**src/rtl/n1_prog_loader.sv**
```systemverilog
// n1_prog_loader: framed byte-stream loader that writes 16-bit words into program RAM and releases the core; N1_LOADER_CSUM_EN adds a trailing checksum byte
module n1_prog_loader #(
   parameter int ADDR_W = 8,
   parameter int DEPTH  = 255
) (
   input  logic              clk,
   input  logic              rst,
   input  logic              in_valid,
   input  logic [7:0]        in_data,
   output logic              in_ready,
   output logic              mem_we,
   output logic [ADDR_W-1:0] mem_addr,
   output logic [15:0]       mem_wdata,
   output logic              cpu_run,
   output logic              busy,
   output logic              done,
   output logic              err,
   output logic [ADDR_W-1:0] word_count
);
   localparam logic [2:0] IDLE = 3'd0, LEN = 3'd1, HI = 3'd2, LO = 3'd3, CSUM = 3'd4, DONE = 3'd5, ERR = 3'd6;
   localparam logic [7:0] HDR = 8'hA5;
`ifdef N1_LOADER_CSUM_EN
   localparam logic [2:0] FRAME_END = CSUM;
   logic [7:0] acc;
`else
   localparam logic [2:0] FRAME_END = DONE;
`endif
   logic [2:0] state, nxt;
   logic [7:0] len, hi;
   logic xfer, last, len_ok;
   assign xfer   = in_valid && in_ready;
   assign last   = ({1'b0, word_count} + 1'b1) == (ADDR_W + 1)'(len);
   assign len_ok = (in_data != 8'h00) && (32'(in_data) <= 32'(DEPTH));
   // next state on an accepted byte; idle cycles leave the state untouched
   always_comb begin
      nxt = state;
      if (xfer)
         case (state)
            IDLE, DONE, ERR: nxt = (in_data == HDR) ? LEN : state;
            LEN:             nxt = len_ok ? HI : ERR;
            HI:              nxt = LO;
            LO:              nxt = last ? FRAME_END : HI;
`ifdef N1_LOADER_CSUM_EN
            CSUM:            nxt = (8'(acc + in_data) == 8'h00) ? DONE : ERR;
`endif
            default:         nxt = IDLE;
         endcase
   end
   // state, status flags derived from the next state, word assembly and RAM write strobe
   always_ff @(posedge clk or posedge rst) begin
      if (rst) begin
         state      <= IDLE;
         in_ready   <= 1'b0;
         mem_we     <= 1'b0;
         mem_addr   <= '0;
         mem_wdata  <= '0;
         cpu_run    <= 1'b0;
         busy       <= 1'b0;
         done       <= 1'b0;
         err        <= 1'b0;
         word_count <= '0;
         len        <= '0;
         hi         <= '0;
`ifdef N1_LOADER_CSUM_EN
         acc        <= '0;
`endif
      end else begin
         state    <= nxt;
         in_ready <= 1'b1;
         mem_we   <= xfer && state == LO;
         busy     <= nxt inside {LEN, HI, LO, CSUM};
         done     <= nxt == DONE;
         err      <= nxt == ERR;
         cpu_run  <= nxt == DONE;
         if (xfer && state == LEN && len_ok) begin
            len        <= in_data;
            word_count <= '0;
         end
         if (xfer && state == HI) hi <= in_data;
         if (xfer && state == LO) begin
            mem_addr   <= word_count;
            mem_wdata  <= {hi, in_data};
            word_count <= word_count + 1'b1;
         end
`ifdef N1_LOADER_CSUM_EN
         if (xfer && state == LEN) acc <= '0;
         if (xfer && (state == HI || state == LO)) acc <= acc + in_data;
`endif
      end
   end
endmodule

```
**config.mk**
```make
export PLATFORM = sky130hd
export DESIGN_NAME = n1_prog_loader
export DESIGN_NICKNAME = d
export VERILOG_FILES = /design/src/rtl/n1_prog_loader.sv
export SDC_FILE = /design/constraint.sdc
export NUM_CORES = 1
export LEC_CHECK = 0
export ABC_AREA = 1
export BUFFER_PORTS_ARGS = -buffer_cell sky130_fd_sc_hd__clkbuf_2
export CAP_MARGIN = 10
export CORE_UTILIZATION = 49
export DETAILED_ROUTE_END_ITERATION = 10
export HOLD_SLACK_MARGIN = 0.08
export PLACE_DENSITY = 0.75
export SLEW_MARGIN = 20
export SYNTH_ARGS = -nofsm -noshare
export SYNTH_HDL_FRONTEND = slang
export SYNTH_SLANG_ARGS = --single-unit
```
**constraint.sdc**
```tcl
create_clock -name clk -period 1.72 [get_ports clk]
set_input_delay 0.086 -clock clk [delete_from_list [all_inputs] [get_ports clk]]
set_output_delay 0.086 -clock clk [all_outputs]
set_load 0.05 [all_outputs]
```
# Word level (Yosys, flattened, before mapping)
# Index checks and enable logic that the tools add are counted.
totals:
  register_bits: 56
  latchBits: 0
  mem_bits_rw: 0
  mem_bits_ro: 0
  input_bits: 11
  output_inout_bits: 38
  elab_cells: 43
  memories: 0
op_classes:
  addsub: 2
  mul: 0
  n_div: 0
  order_cmp: 0
  eq_ne: 13
  n_shift: 0
  mux: 7
  n_bitwise: 0
  n_reduce_logical: 10
ops:
  columns: ["cell", "count"]
  rows:
  - ["$mux W8", 2]
  - ["$eq A3 B3 Y1 const B", 5]
  - ["$eq A3 B2 Y1 const B", 4]
  - ["$mux W3", 4]
  - ["$pmux W3 S4", 1]
  - ["$add A8 B1 Y9 const B", 1]
  - ["$eq A9 B8 Y1", 1]
  - ["$add A8 B1 Y8 const B", 1]
  - ["$eq A8 B8 Y1 const B", 1]
  - ["$reduce_bool A8 Y1", 1]
  - ["$eq A3 B1 Y1 const B", 2]
  - ["$logic_and A1 B1 Y1", 5]
  - ["$reduce_bool A4 Y1", 1]
  - ["$logic_not A3 Y1", 1]
  - ["$reduce_or A3 Y1", 1]
  - ["$reduce_bool A2 Y1", 1]

# Logic depth before layout (Yosys ltp)
depth:
  ltp_word: 7
  depth_mapped: 17
  depth_no_buf: 17

# Least setup slack after synthesis
# No wires, ideal clock.
synth_timing:
  path_kind: "reg2reg"
  from: "reg word_count[1]"
  to: "reg busy"
  setup_ns: 0.113
  t_arrival_ns: 2.100
  required_time_ns: 1.607
  setup_slack_ns: -0.493
  path_stages_with_launch: 13
  path_buffers: 0
  period_less_slack_ns: 2.213
  cell_sequence: "dfrtp_1 > ha_1 > nand3_1 > o21ai_1 > nand3_1 > nand3_1 > nor2_1 > nand3_1 > nand2_1 > a21oi_2 > nand3_1 > nand2_1 > inv_1"
synth_via:
  elab_chain_cells: 7
  word_cells_on_any_way: 10
  cone_classes: "add/sub (1); eq/ne (5); mux (3); reduce/logical (1)"
synth_rtl:
  columns: ["element", "line_no", "text"]
  rows:
  - ["start, declared", "18", "output logic [ADDR_W-1:0] word_count"]
  - ["start signal, assigned", "83", "word_count <= word_count + 1'b1;"]
  - ["$add A8 B1 Y9 (*)", "32", "assign last = ({1'b0, word_count} + 1'b1) == (ADDR_W + 1)'(len);"]
  - ["$eq A9 B8 Y1 (*)", "32", null]
  - ["$mux W3 (*)", "42", "LO: nxt = last ? FRAME_END : HI;"]
  - ["$pmux W3 S4 (*)", "38", "case (state)"]
  - ["$mux W3 (*)", "37", "if (xfer)"]
  - ["$eq A3 B1 Y1 (tied with other cells)", "71", "busy <= nxt inside {LEN, HI, LO, CSUM};"]
  - ["$reduce_bool A4 Y1 (*)", "71", null]
  - ["end signal, assigned", "71", null]
  - ["end, declared", "15", "output logic busy,"]
# Every way passes the cells marked *; elsewhere a longest branch is shown, timed or not.
# A chain may end at the register's enable or synchronous reset.

# Final worst setup path
layout_timing:
  from: "reg word_count[1]"
  to: "reg busy"
layout_via:
  elab_chain_cells: 7
  word_cells_on_any_way: 10
  cone_classes: "add/sub (1); eq/ne (5); mux (3); reduce/logical (1)"
layout_rtl:
  columns: ["element", "line_no", "text"]
  rows:
  - ["$add A8 B1 Y9 (*)", "32", null]
  - ["$eq A9 B8 Y1 (*)", "32", null]
  - ["$mux W3 (*)", "42", null]
  - ["$pmux W3 S4 (*)", "38", null]
  - ["$mux W3 (*)", "37", null]
  - ["via nxt[2]", "28", "logic [2:0] state, nxt;"]
  - ["$eq A3 B1 Y1 (tied with other cells)", "71", null]
  - ["$reduce_bool A4 Y1 (*)", "71", null]
# Mark *: on every way through the listed nets, which the timed path passes. The rest lies on a longest branch.

==> reports/summary.log <==
[status] outcome complete, but fails checks
[status] failing checks setup timing
[final_layout] number of fill cells in the layout 406
[clock_tree] clock transition at the register clock pins on the worst setup and hold paths after CTS 100 ps
[power] power per cell area 1920 nW/um2
[critical_path] cell type group with the largest total delay on the critical path simple AND/OR/NAND/NOR gates
[final_layout] diode count 0
[critical_path] CP cell instances ha_4 > nand3_4 > nor3_2 > inv_1 > nand2_1 > nor2_1 > nand2_1 > nor2_1 > nand3_1 > nand2_1 > a21oi_2 > inv_1 > nand2_1 > nand2_1 > inv_1
[synthesis] fraction of synthesis flops using an asynchronous set or reset pin 1.00
[final_layout] Reg area 1410 um2
[timing] highest attainable clock frequency 0.528 GHz
[timing] final setup violation count 5
[hold_path] class of the tightest hold or removal check input port to flop
[grt] global-route usage over all layers 0.236
[synthesis] most frequent cells after synthesis sky130_fd_sc_hd__nand2_1 (104), sky130_fd_sc_hd__dfrtp_1 (56), sky130_fd_sc_hd__o21ai_0 (39)
[synthesis] Yosys top cell by area sky130_fd_sc_hd__dfrtp_1
[timing] time the final worst path needs with I/O delays and setup 1890 ps
[final_layout] layout overhead on the synthesized area 28.2%
[timing] Fin Clk Skew 10.1 ps
[clock_tree] Skew-Pair Late Insertion Delay 310 ps
[floorplanning] number of placed I/O pins 49
[final_layout] final design utilization 0.673
[grt] initial antenna violation count 0
[power] leakage power 0.00170 uW
[grt] via count of the first global-routing pass 2154
[timing] least setup slack across all paths after layout -175 ps
[route] average wire per standard cell 12.7 um
[timing] setup repair after global routing missed its margin true
[synthesis] Post-Syn Nets 325
[placement] placed standard-cell area 3050 um2
[flow_run] number of maximum-capacitance constraint violations 0
[final_layout] area of combinational cells with multiple inputs 1080 um2
[floorplanning] Chip Width 74.3 um
[synthesis] Yosys warning total 0
[route] via/cell ratio 4.99
[synthesis] Cell variety after synth 31
[synthesis] netlist area before placement 2560 um2
[critical_path] largest stage delay on the critical path 440 ps
[final_layout] design area 3280 um2
[floorplanning] effective utilization at floorplan 0.525
[floorplanning] die outline area 5520 um2
[critical_path] WP data required 1970 ps
[synthesis] ys flop type sky130_fd_sc_hd__dfrtp_1
[route] via count of the routed design 2251
[power] maximum VDD drop 0.00101 V
[final_layout] final net count 395
[placement] number of buffers added on ports 48
[timing] Hold Violations, Final 0
[synthesis] post-synthesis sequential area ratio 0.547
[timing] final number of max-transition violations 0
[grt] pin count of the biggest net entering global routing 38
[grt] leftover overflow at the end of global routing 0
[final_layout] filler-free cell count of the finished design 451
[critical_path] arrival time worst endpoint 2150 ps
[critical_path] count of buffer and inverter cells on the critical path 3
[synthesis] Post-synth EDFFs 0
[clock_tree] clock tree from TritonCTS built
[placement] final HPWL from detailed placement 4130 um
[route] Iteration-0 DRC Markers 101
[route] TritonRoute pass-1 iters 4
[grt] met2 capacity usage during global routing 0.390
[critical_path] cell repeated most along the worst path sky130_fd_sc_hd__nand2_1
[floorplanning] Core Region 4880 um2
[synthesis] proportion of netlist area held by the largest area contributor 0.547
[synthesis] Yosys reg bits 56
[grt] wire length of the first global-routing pass 9830 um
[clock_tree] maximum level of the CTS H-tree 2
[clock_tree] number of buffers on the longest clock path 2
[critical_path] CP endpoint kind flop
[placement] Routability Congestion 0.827
[hold_path] number of instances on the worst hold path 3
[timing] part of the cycle the worst path needs 1.10
[critical_path] Setup CP Type flop to flop
[synthesis] Syn Inst Count 313
[grt] global routing usage on met1 0.317
[floorplanning] die boundary height 74.3 um
[clock_tree] TritonCTS sink count 56
[floorplanning] standard-cell rows 25
[grt] met3 usage 0.0407
[route] number of DRC violations after detailed routing 0
[grt] layer with the highest usage after global routing met2
[critical_path] Critical Path Slowest Stage Cell sky130_fd_sc_hd__dfrtp_2
[synthesis] top-count cell post-synth sky130_fd_sc_hd__nand2_1
[route] antenna-violating nets left 0
[timing] Min Hold Slack 92.4 ps
[critical_path] crit-path max FO 5
[critical_path] path length in cells of the critical path 15
[route] total length of routed wires 5730 um
[final_layout] fraction of layout cells with a size suffix above 1 0.307
[synthesis] Post-Synthesis Mean Instance Area 8.18 um2
[placement] Post-Place Cells 437
[synthesis] top cells by area in the synthesized netlist sky130_fd_sc_hd__dfrtp_1 (55%), sky130_fd_sc_hd__nand2_1 (15%), sky130_fd_sc_hd__o21ai_0 (7.6%)
[clock_tree] CTS Root Buffer Type sky130_fd_sc_hd__clkbuf_8
[clock_tree] number of buffers created by CTS 5
[critical_path] CP startpoint kind flop
[critical_path] worst-case reg-to-reg path depth 15
==> final timing paths <==
kind                                                start                   endpoint  slack [ps]
worst min register to register          hi[1]$_DFFE_PP0P_   mem_wdata[9]$_DFFE_PP0P_         480
worst min-delay path                           in_data[2]          hi[2]$_DFFE_PP0P_          90
worst max-delay path            word_count[1]$_DFFE_PP0P_             busy$_DFF_PP0_        -170
worst max register to register  word_count[1]$_DFFE_PP0P_             busy$_DFF_PP0_        -170
max in group asynchronous                             rst  word_count[0]$_DFFE_PP0P_         860
min in group asynchronous                             rst    mem_addr[1]$_DFFE_PP0P_         310
==> cells in the final DEF (no fill, tap or decap), types with 4 or more instances in the layout <==
master,instances
sky130_fd_sc_hd__clkbuf_2,48
sky130_fd_sc_hd__o21ai_0,39
sky130_fd_sc_hd__inv_1,29
sky130_fd_sc_hd__nand3_1,19
sky130_fd_sc_hd__clkbuf_8,5
sky130_fd_sc_hd__nand2_2,8
sky130_fd_sc_hd__nor2_1,13
sky130_fd_sc_hd__dfrtp_2,7
sky130_fd_sc_hd__inv_2,5
sky130_fd_sc_hd__buf_12,4
sky130_fd_sc_hd__dfrtp_1,49
sky130_fd_sc_hd__nand2_1,97
sky130_fd_sc_hd__buf_4,20
==> where the power goes <==
part | internal (uW) | switching (uW) | leakage (uW)
combinational | 1030 | 2280 | 0.000937
clock | 291 | 421 | 0.0000456
sequential | 1850 | 424 | 0.000715
total | 3180 | 3130 | 0.00170
==> flip-flops by register name, summed over array words and instances, names as in the netlist <==
register,flops
busy,1
done,1
err,1
hi,8
in_ready,1
len,8
mem_addr,8
mem_wdata,16
mem_we,1
state,3
word_count,8
==> worst min-delay path: cells and delay by family <==
family          cells  cell delay (ps)
buf+inv             2              190
compound gates      1               90
==> stage by stage <==
step	setup slack [ps]	setup TNS, ps	total power, uW
after floorplan	-164	-592	4540
after global placement	-120	-343	5320
after detailed placement	-173	-575	5400
after CTS	-166	-479	6210
after global routing	-312	-1210	6770
final	-175	-461	6310
==> metal layers <==
metal | wire [um] | vias up
met5 | 0 | -
met4 | 65 | 0
met3 | 241 | 7
met2 | 2710 | 56
met1 | 2710 | 1055
li1 | - | 1133
==> logic make-up (layout without fill, tap and decap cells) <==
kind of cell	Yosys count	count (layout)	synth area share
simple gates	157	157	0.261
flops	56	56	0.547
compound gates	50	50	0.105
xor+xnor	2	2	0.00684
buf+inv	46	117	0.0738
other cells	1	1	0.00146
fa+ha+maj	1	1	0.00488
==> repair_timing <==
action	4_1_cts	5_1_grt
pin swaps	11	9
resized for setup	6	15
endpoints found under the setup margin	6	29
endpoints found under the hold margin	19	0
buffers inserted	2	3
hold buffers	1	0
==> final cells by class <==
class | count | area share
timing repair buffer | 73 | 0.146
inverter | 36 | 0.0423
clock buffer | 6 | 0.0221
sequential | 56 | 0.429
tap | 67 | 0.0255
clock inverter | 2 | 0.00419
multi-input combinational | 211 | 0.330
Power figures use the tool's default switching activity.
